$ cat src/rtl/branch_resolve_unit.sv
// Branch resolve unit: accepts one control-transfer op, drives the comparison unit, registers redirect/flush/link outcome.
// Optional BRANCH_STATS_EN adds saturating taken/not-taken/redirect counters.
module branch_resolve_unit #(
  parameter int dataWidth   = 32,
  parameter int selectWidth = 4,
  parameter int flushCycles = 2
) (
  input  logic                   clk,
  input  logic                   reset,
  input  logic                   inValid,
  output logic                   inReady,
  input  logic                   isBranch,
  input  logic                   isJal,
  input  logic                   isJalr,
  input  logic [2:0]             funct3,
  input  logic [dataWidth-1:0]   pcIn,
  input  logic [dataWidth-1:0]   immIn,
  input  logic [dataWidth-1:0]   rs1In,
  output logic [selectWidth-1:0] comparisonSelect,
  input  logic [dataWidth-1:0]   compareResult,
  output logic                   redirectValid,
  output logic [dataWidth-1:0]   redirectTarget,
  output logic                   flush,
  output logic                   linkValid,
  output logic [dataWidth-1:0]   linkData,
  output logic                   doneValid,
  output logic                   misaligned,
  output logic                   illegal
`ifdef BRANCH_STATS_EN
  ,
  output logic [31:0]            statTaken,
  output logic [31:0]            statNotTaken,
  output logic [31:0]            statRedirect
`endif
);

  // state    | meaning
  // IDLE     | ready for a new op
  // RESOLVE  | captured op drives comparison unit, outcome computed
  // REDIRECT | first flush cycle after a taken redirect
  // FLUSH    | remaining flush cycles, counter running down
  typedef enum logic [1:0] {IDLE, RESOLVE, REDIRECT, FLUSH} state_t;

  localparam logic [3:0] FLUSH_LOAD = 4'(flushCycles - 1);

  state_t                 state_q, state_d;
  logic [3:0]             cnt_q;
  logic                   br_q, jal_q, jalr_q;
  logic [2:0]             f3_q;
  logic [dataWidth-1:0]   pc_q, imm_q, rs1_q;
  logic [selectWidth-1:0] sel_q;

  logic                   accept, resolve, type_ok, bad_f3, is_illegal, taken;
  logic                   legal, do_redirect, do_link, do_done, do_mis;
  logic [dataWidth-1:0]   jalr_sum, target, link_val;
  logic                   unused_cmp;

  function automatic logic [selectWidth-1:0] map_sel(input logic [2:0] f);
    case (f)
      3'b001:  map_sel = selectWidth'(1);
      3'b100:  map_sel = selectWidth'(2);
      3'b101:  map_sel = selectWidth'(8);
      3'b110:  map_sel = selectWidth'(3);
      3'b111:  map_sel = selectWidth'(9);
      default: map_sel = selectWidth'(0);
    endcase
  endfunction

  assign inReady          = (state_q == IDLE);
  assign flush            = (state_q == REDIRECT) || (state_q == FLUSH);
  assign comparisonSelect = sel_q;
  assign accept           = inValid && inReady;
  assign resolve          = (state_q == RESOLVE);
  assign unused_cmp       = ^compareResult[dataWidth-1:1];

  // funct3 only carries meaning for conditional branches
  assign type_ok    = (br_q && !jal_q && !jalr_q) || (!br_q && jal_q && !jalr_q) ||
                      (!br_q && !jal_q && jalr_q);
  assign bad_f3     = br_q && (f3_q == 3'b010 || f3_q == 3'b011);
  assign is_illegal = !type_ok || bad_f3;
  assign taken      = br_q ? compareResult[0] : 1'b1;
  assign jalr_sum   = rs1_q + imm_q;
  assign target     = jalr_q ? {jalr_sum[dataWidth-1:1], 1'b0} : (pc_q + imm_q);
  assign link_val   = pc_q + dataWidth'(4);

  assign legal       = resolve && !is_illegal;
  assign do_mis      = legal && taken && target[1];
  assign do_redirect = legal && taken && !target[1];
  assign do_link     = do_redirect && (jal_q || jalr_q);
  assign do_done     = legal && !do_mis;

  always_comb begin
    state_d = state_q;
    case (state_q)
      IDLE:     if (inValid) state_d = RESOLVE;
      RESOLVE:  state_d = do_redirect ? REDIRECT : IDLE;
      REDIRECT: state_d = (cnt_q == 4'd0) ? IDLE : FLUSH;
      FLUSH:    state_d = (cnt_q == 4'd0) ? IDLE : FLUSH;
      default:  state_d = IDLE;
    endcase
  end

  always_ff @(posedge clk) begin
    if (reset) begin
      state_q        <= IDLE;
      cnt_q          <= '0;
      br_q           <= 1'b0;
      jal_q          <= 1'b0;
      jalr_q         <= 1'b0;
      f3_q           <= '0;
      pc_q           <= '0;
      imm_q          <= '0;
      rs1_q          <= '0;
      sel_q          <= '0;
      redirectValid  <= 1'b0;
      redirectTarget <= '0;
      linkValid      <= 1'b0;
      linkData       <= '0;
      doneValid      <= 1'b0;
      misaligned     <= 1'b0;
      illegal        <= 1'b0;
    end else begin
      state_q       <= state_d;
      redirectValid <= do_redirect;
      linkValid     <= do_link;
      doneValid     <= do_done;
      misaligned    <= do_mis;
      illegal       <= resolve && is_illegal;
      if (accept) begin
        br_q   <= isBranch;
        jal_q  <= isJal;
        jalr_q <= isJalr;
        f3_q   <= funct3;
        pc_q   <= pcIn;
        imm_q  <= immIn;
        rs1_q  <= rs1In;
        sel_q  <= map_sel(funct3);
      end
      if (do_redirect) begin
        redirectTarget <= target;
        cnt_q          <= FLUSH_LOAD;
      end else if (flush && cnt_q != 4'd0) begin
        cnt_q <= cnt_q - 4'd1;
      end
      if (do_link) linkData <= link_val;
    end
  end

`ifdef BRANCH_STATS_EN
  always_ff @(posedge clk) begin
    if (reset) begin
      statTaken    <= '0;
      statNotTaken <= '0;
      statRedirect <= '0;
    end else begin
      if (legal && br_q && taken && statTaken != '1)     statTaken    <= statTaken + 32'd1;
      if (legal && br_q && !taken && statNotTaken != '1) statNotTaken <= statNotTaken + 32'd1;
      if (redirectValid && statRedirect != '1)           statRedirect <= statRedirect + 32'd1;
    end
  end
`endif

endmodule

$ cat config.mk
export PLATFORM = sky130hd
export DESIGN_NAME = branch_resolve_unit
export DESIGN_NICKNAME = d
export VERILOG_FILES = /design/src/rtl/branch_resolve_unit.sv
export SDC_FILE = /design/constraint.sdc
export NUM_CORES = 1
export LEC_CHECK = 0
export CELL_PAD_IN_SITES_DETAIL_PLACEMENT = 1
export CELL_PAD_IN_SITES_GLOBAL_PLACEMENT = 1
export CORE_ASPECT_RATIO = 0.6
export CORE_MARGIN = 1.5
export CORE_UTILIZATION = 34
export CTS_CLUSTER_SIZE = 12
export DETAILED_ROUTE_END_ITERATION = 10
export GPL_TIMING_DRIVEN = 0
export PLACE_DENSITY_LB_ADDON = 0.1
export REMOVE_ABC_BUFFERS = 1
export SYNTH_ARGS = -nofsm -noshare
export SYNTH_HDL_FRONTEND = slang
export SYNTH_SLANG_ARGS = --single-unit
$ cat constraint.sdc
create_clock -name clk -period 2.35 [get_ports clk]
set_input_delay 0.235 -clock clk [delete_from_list [all_inputs] [get_ports clk]]
set_output_delay 0.235 -clock clk [all_outputs]
set_load 0.01 [all_outputs]
* Yosys cells after proc, flatten, opt, wreduce, memory -nomap -nowiden
Index checks and enable logic that the tools add are counted.
** Cells by class
- $add $sub $neg :: 4
- Equality and inequality tests :: 11
- Muxes and demuxes :: 9
- Reductions and logical operators :: 35
** Operators by type and width (count)
- adder 32 bit :: 2
- adder 32 x 3 -> 32 bit (second input constant) :: 1
- 2-to-1 mux 32 bit :: 1
- case mux 4 bit (5 select lines) :: 1
- logical AND 1 bit :: 16
- == test 3 bit (second input constant) :: 4
- logical NOT 1 bit :: 7
- == test 3 x 2 -> 1 bit (second input constant) :: 2
- logical OR 1 bit :: 6
- 2-to-1 mux 2 bit :: 3
- case mux 2 bit (3 select lines) :: 1
- == test 2 bit (second input constant) :: 2
- logical NOT 4 bit :: 1
- nonzero test 4 bit :: 1
- OR reduction 2 bit :: 2
- subtractor 4 x 1 -> 4 bit (second input constant) :: 1
- == test 3 x 1 -> 1 bit (second input constant) :: 1
- 2-to-1 mux 1 bit :: 3
- == test 2 x 1 -> 1 bit (second input constant) :: 1
- logical NOT 2 bit :: 1
- != test 2 bit (second input constant) :: 1
- nonzero test 2 bit :: 1
** Word-level totals
- Bits in registers :: 181
- Input port bits :: 137
- Logic and storage cells :: 77

* Longest topological paths before layout
- Depth in word-level cells :: 13
- Depth in mapped cells :: 10
- Gate-level depth less buffers :: 10

* Least setup slack after synthesis
OpenSTA, ideal clock, no wires.
- Kind :: flip-flop to flip-flop
- Start point :: register imm_q[0]
- End point :: register redirectTarget[16]
- Arrival :: 2.347 ns
- Data required time :: 2.218 ns
- Slack :: -0.129 ns
- Cell stages (with the launch flop) :: 11
- Path buffers :: 0
- Clock period less this slack :: 2.479 ns
- Cells stage by stage :: dfxtp_1 > and2_1 > fa_1 > a21oi_1 > o211ai_2 > a31o_2 > a21oi_4 > nor3_1 > or3_1 > a31oi_1 > nor3_1
** Between the ends
- Word-level cells in the longest chain between the ends :: 4
- Elaborated cells between the ends (all ways) :: 5
** Ends and longest elaborated chain
- start: declaration :: line 50 : logic [dataWidth-1:0] pc_q, imm_q, rs1_q;
- start signal: assignment :: line 135 : imm_q <= immIn;
- adder 32 bit, on equally long branches :: line 83, 82
- 2-to-1 mux 32 bit (*) :: line 83 : assign target = jalr_q ? {jalr_sum[dataWidth-1:1], 1'b0} : (pc_q + imm_q);
- logical NOT 1 bit :: line 88 : assign do_redirect = legal && taken && !target[1];
- logical AND 1 bit :: line 88
- end signal: assignment :: line 140 : redirectTarget <= target;
- end: declaration :: line 22 : output logic [dataWidth-1:0] redirectTarget,
Mark *: on every way between the ends. The rest lies on a longest branch, timed or not.
A chain may end at the register's enable or synchronous reset.

* Worst setup path in the final report
- Start point :: register imm_q[0]
- End point :: register redirectTarget[14]
The elaborated chain is that of the path after synthesis.

==> impl_metrics.toml <==
[grt]
grtUsageTotal_pct = 23.4
grt_pass1_vias = 9984
antenna_found_initial = 1
grt_pass1_wl_um = 57800
overflow = 0
grt_max_degree = 108

[sta]
post-route-period-util_pct = 114
fmax_mhz = 372
slew_viol_final = 0
slew-limit-headroom_pct = 56.8
final.setup_skew_ps = 15.7
final.setup.worst_slack_ps = -335
holdWs_ps = 216
worstMarginPinSlew_ps = 647
final_hold_viol_count = 0
rsz0062_at_grt = "true"
fin_crit_ps = 2680
setup_violations = 54

[synth]
synth_top_flop_cell = "dfxtp_1"
ys_seq_elements = 179
synth.distinct_cells = 79
syn-instance-count = 1331
yosysWarnings = 0
synth_area_leader_cell = "dfxtp_1"
synth_area_mm2 = 0.0104
synth.area.top_cells = "dfxtp_1 (34%), nand2_1 (10%), a21oi_1 (8.0%)"
synth-edff-count = 0
syn_area_per_cell_um2 = 7.81
yosysTopAreaCellShare_pct = 34.5
ys_async_sr_fraction_pct = 0
ys_seq_area_share_pct = 34.5

[final_layout]
nFillCells = 3491
area_delta_synth_final_pct = 39.6
layout_commonest_cell = "nand2_1"
final_nets = 1711
drive_gt1_share_pct = 17.2
layout.cell_area.non_filler_mm2 = 0.0145
final_cell_mix = "nand2_1 (279), clkdlybuf4s50_1 (178), a21oi_1 (156), dfxtp_1 (153), nor2_1 (89)"

[route]
drc = 0
routed_wl_um = 37700
via_per_inst = 5.27
drt_iter0_drc = 516
first_pass_iters = 5
wl_per_cell_um = 19.5
vias = 10172
route.antenna.remaining_nets = 0

[floorplan]
die_h_um = 138
io_pins = 212
dieArea_mm2 = 0.0317
core_mm2 = 0.0300
die_w_um = 229
num_rows = 49
start_util_pct = 34.7

[worst_setup_path]
cp.required_ps = 2710
cp.arrival_ps = 3040
crit_fanout = 5
path_class = "flop to flop"
setup.worst_path.end_class = "flop"
start_kind = "flop"

[pwr]
peakVddDrop_mv = 0.504
p_per_area_mw_per_mm2 = 549
p_leak_nw = 5.31
fin_total_pwr_w = 0.00797

[place]
portBuffers = 179
dp_worst_setup_slack_ps = -1550
place_congestion = 0.904
post_dp_cell_area_mm2 = 0.0125
hpwl_um = 26500

[clocking]
ctsHoldBuffers = 0
clkLatencyLatePin_ps = 460
clock_path_buffers = 2
cts-buffers-inserted = 17
path_clk_slew_ps = 70
cts_tree = "done"
cts_max_level = 4
cts_root_buf = "clkbuf_16"
cts_sinks = 179

[run_status]
status = "complete, but fails checks"
violations = "negative setup slack"

[hold_path]
min_path_type = "primary input to flop"

[job]
cap_violations = 0
[Yosys cell counts (7+ instances only)]
library cell and number:
a211oi_1 35, a21o_1 30, a21oi_1 167, a31oi_1 11
and3_1 8, buf_1 12, buf_2 16, clkbuf_1 51
dfxtp_1 179, ha_1 63, inv_1 18, mux2i_1 8
nand2_1 281, nand3_1 27, nand4_1 20, nor2_1 104
nor3_1 30, o21ai_0 43, o21ai_1 8, o21bai_1 7
o221ai_1 8, or3_1 7, xnor2_1 47, xor2_1 33
[critical path, cell delays in order, from the launching register on]
cell,delay (ps)
dfxtp_4,360
buf_6,120
and2_4,140
fa_2,390
a21oi_4,170
o211ai_2,110
a31o_2,280
a21oi_4,230
buf_4,170
o31ai_4,50
xnor2_1,160
and3_1,190
nor4_1,220
[per-layer routing]
metal | part of all wire, % | track usage, % | wire (µm)
met1 | 54 | 36.5 | 20300
met2 | 41 | 32.7 | 15500
met3 | 3.9 | 4.08 | 1450
met4 | 1.1 | 5.33 | 430
met5 | 0 | 0 | 0
[final timing paths]
kind / start / end / slack [ps] / depth (start not counted)
hold reg to reg: comparisonSelect[1] / comparisonSelect[1] / 460 / 2
setup reg to reg: imm_q[0] / redirectTarget[14] / -330 / 12
hold / removal: reset / comparisonSelect[3] / 220 / 2
setup / recovery: imm_q[0] / redirectTarget[14] / -330 / 12
[per-stage QoR]
step	instances	utilization (%)	TNS, ps
2_1_floorplan	1250	-	-76700
3_3_place_gp	1837	41.2	-629880
3_5_place_dp	1841	41.6	-82990
4_1_cts	1908	46.5	-7450
5_1_grt	1930	48.4	-14650
6_report	1930	48.4	-9090
[report_power, final]
part           switching, W  internal [W]
Sequential         0.000225       0.00318
Clock               0.00131       0.00163
Combinational      0.000887      0.000738
[logic make-up after synthesis]
family | share of synthesized area [%]
AOI/OAI and AO/OA | 23.3
xor gates and xnor gates | 6.74
adders and majority gates | 7.97
buffers and inverters | 3.84
DFF | 34.5
muxes | 0.771
other | 0.0361
and+or+nand+nor | 22.9
[registers in the layout, indices dropped and copies added (netlist names), 2 cells and up]
name,count
redirectTarget,32
f3_q,2
imm_q,32
comparisonSelect,3
pc_q,32
cnt_q,4
rs1_q,32
linkData,32
state_q,2
[final cells by class]
cell class                      instances  area, µm²  share of cell area, %
Inverter                               18       67.6                  0.466
Clock inverter                         11        128                  0.880
Clock buffer                           20        457                   3.15
Timing Repair Buffer                  239       2520                   17.3
Antenna cell                            1       2.50                 0.0172
Sequential cell                       179       3640                   25.1
Tap cell                              408        510                   3.52
Multi-Input combinational cell       1054       7190                   49.6
[repair_timing]
action / CTS / global route
gates cloned: 4 / 2
buffers inserted: 32 / 21
pin swaps: 43 / 59
setup endpoints to repair: 71 / 57
gates resized for setup: 115 / 88
Power figures use the tool's default switching activity.
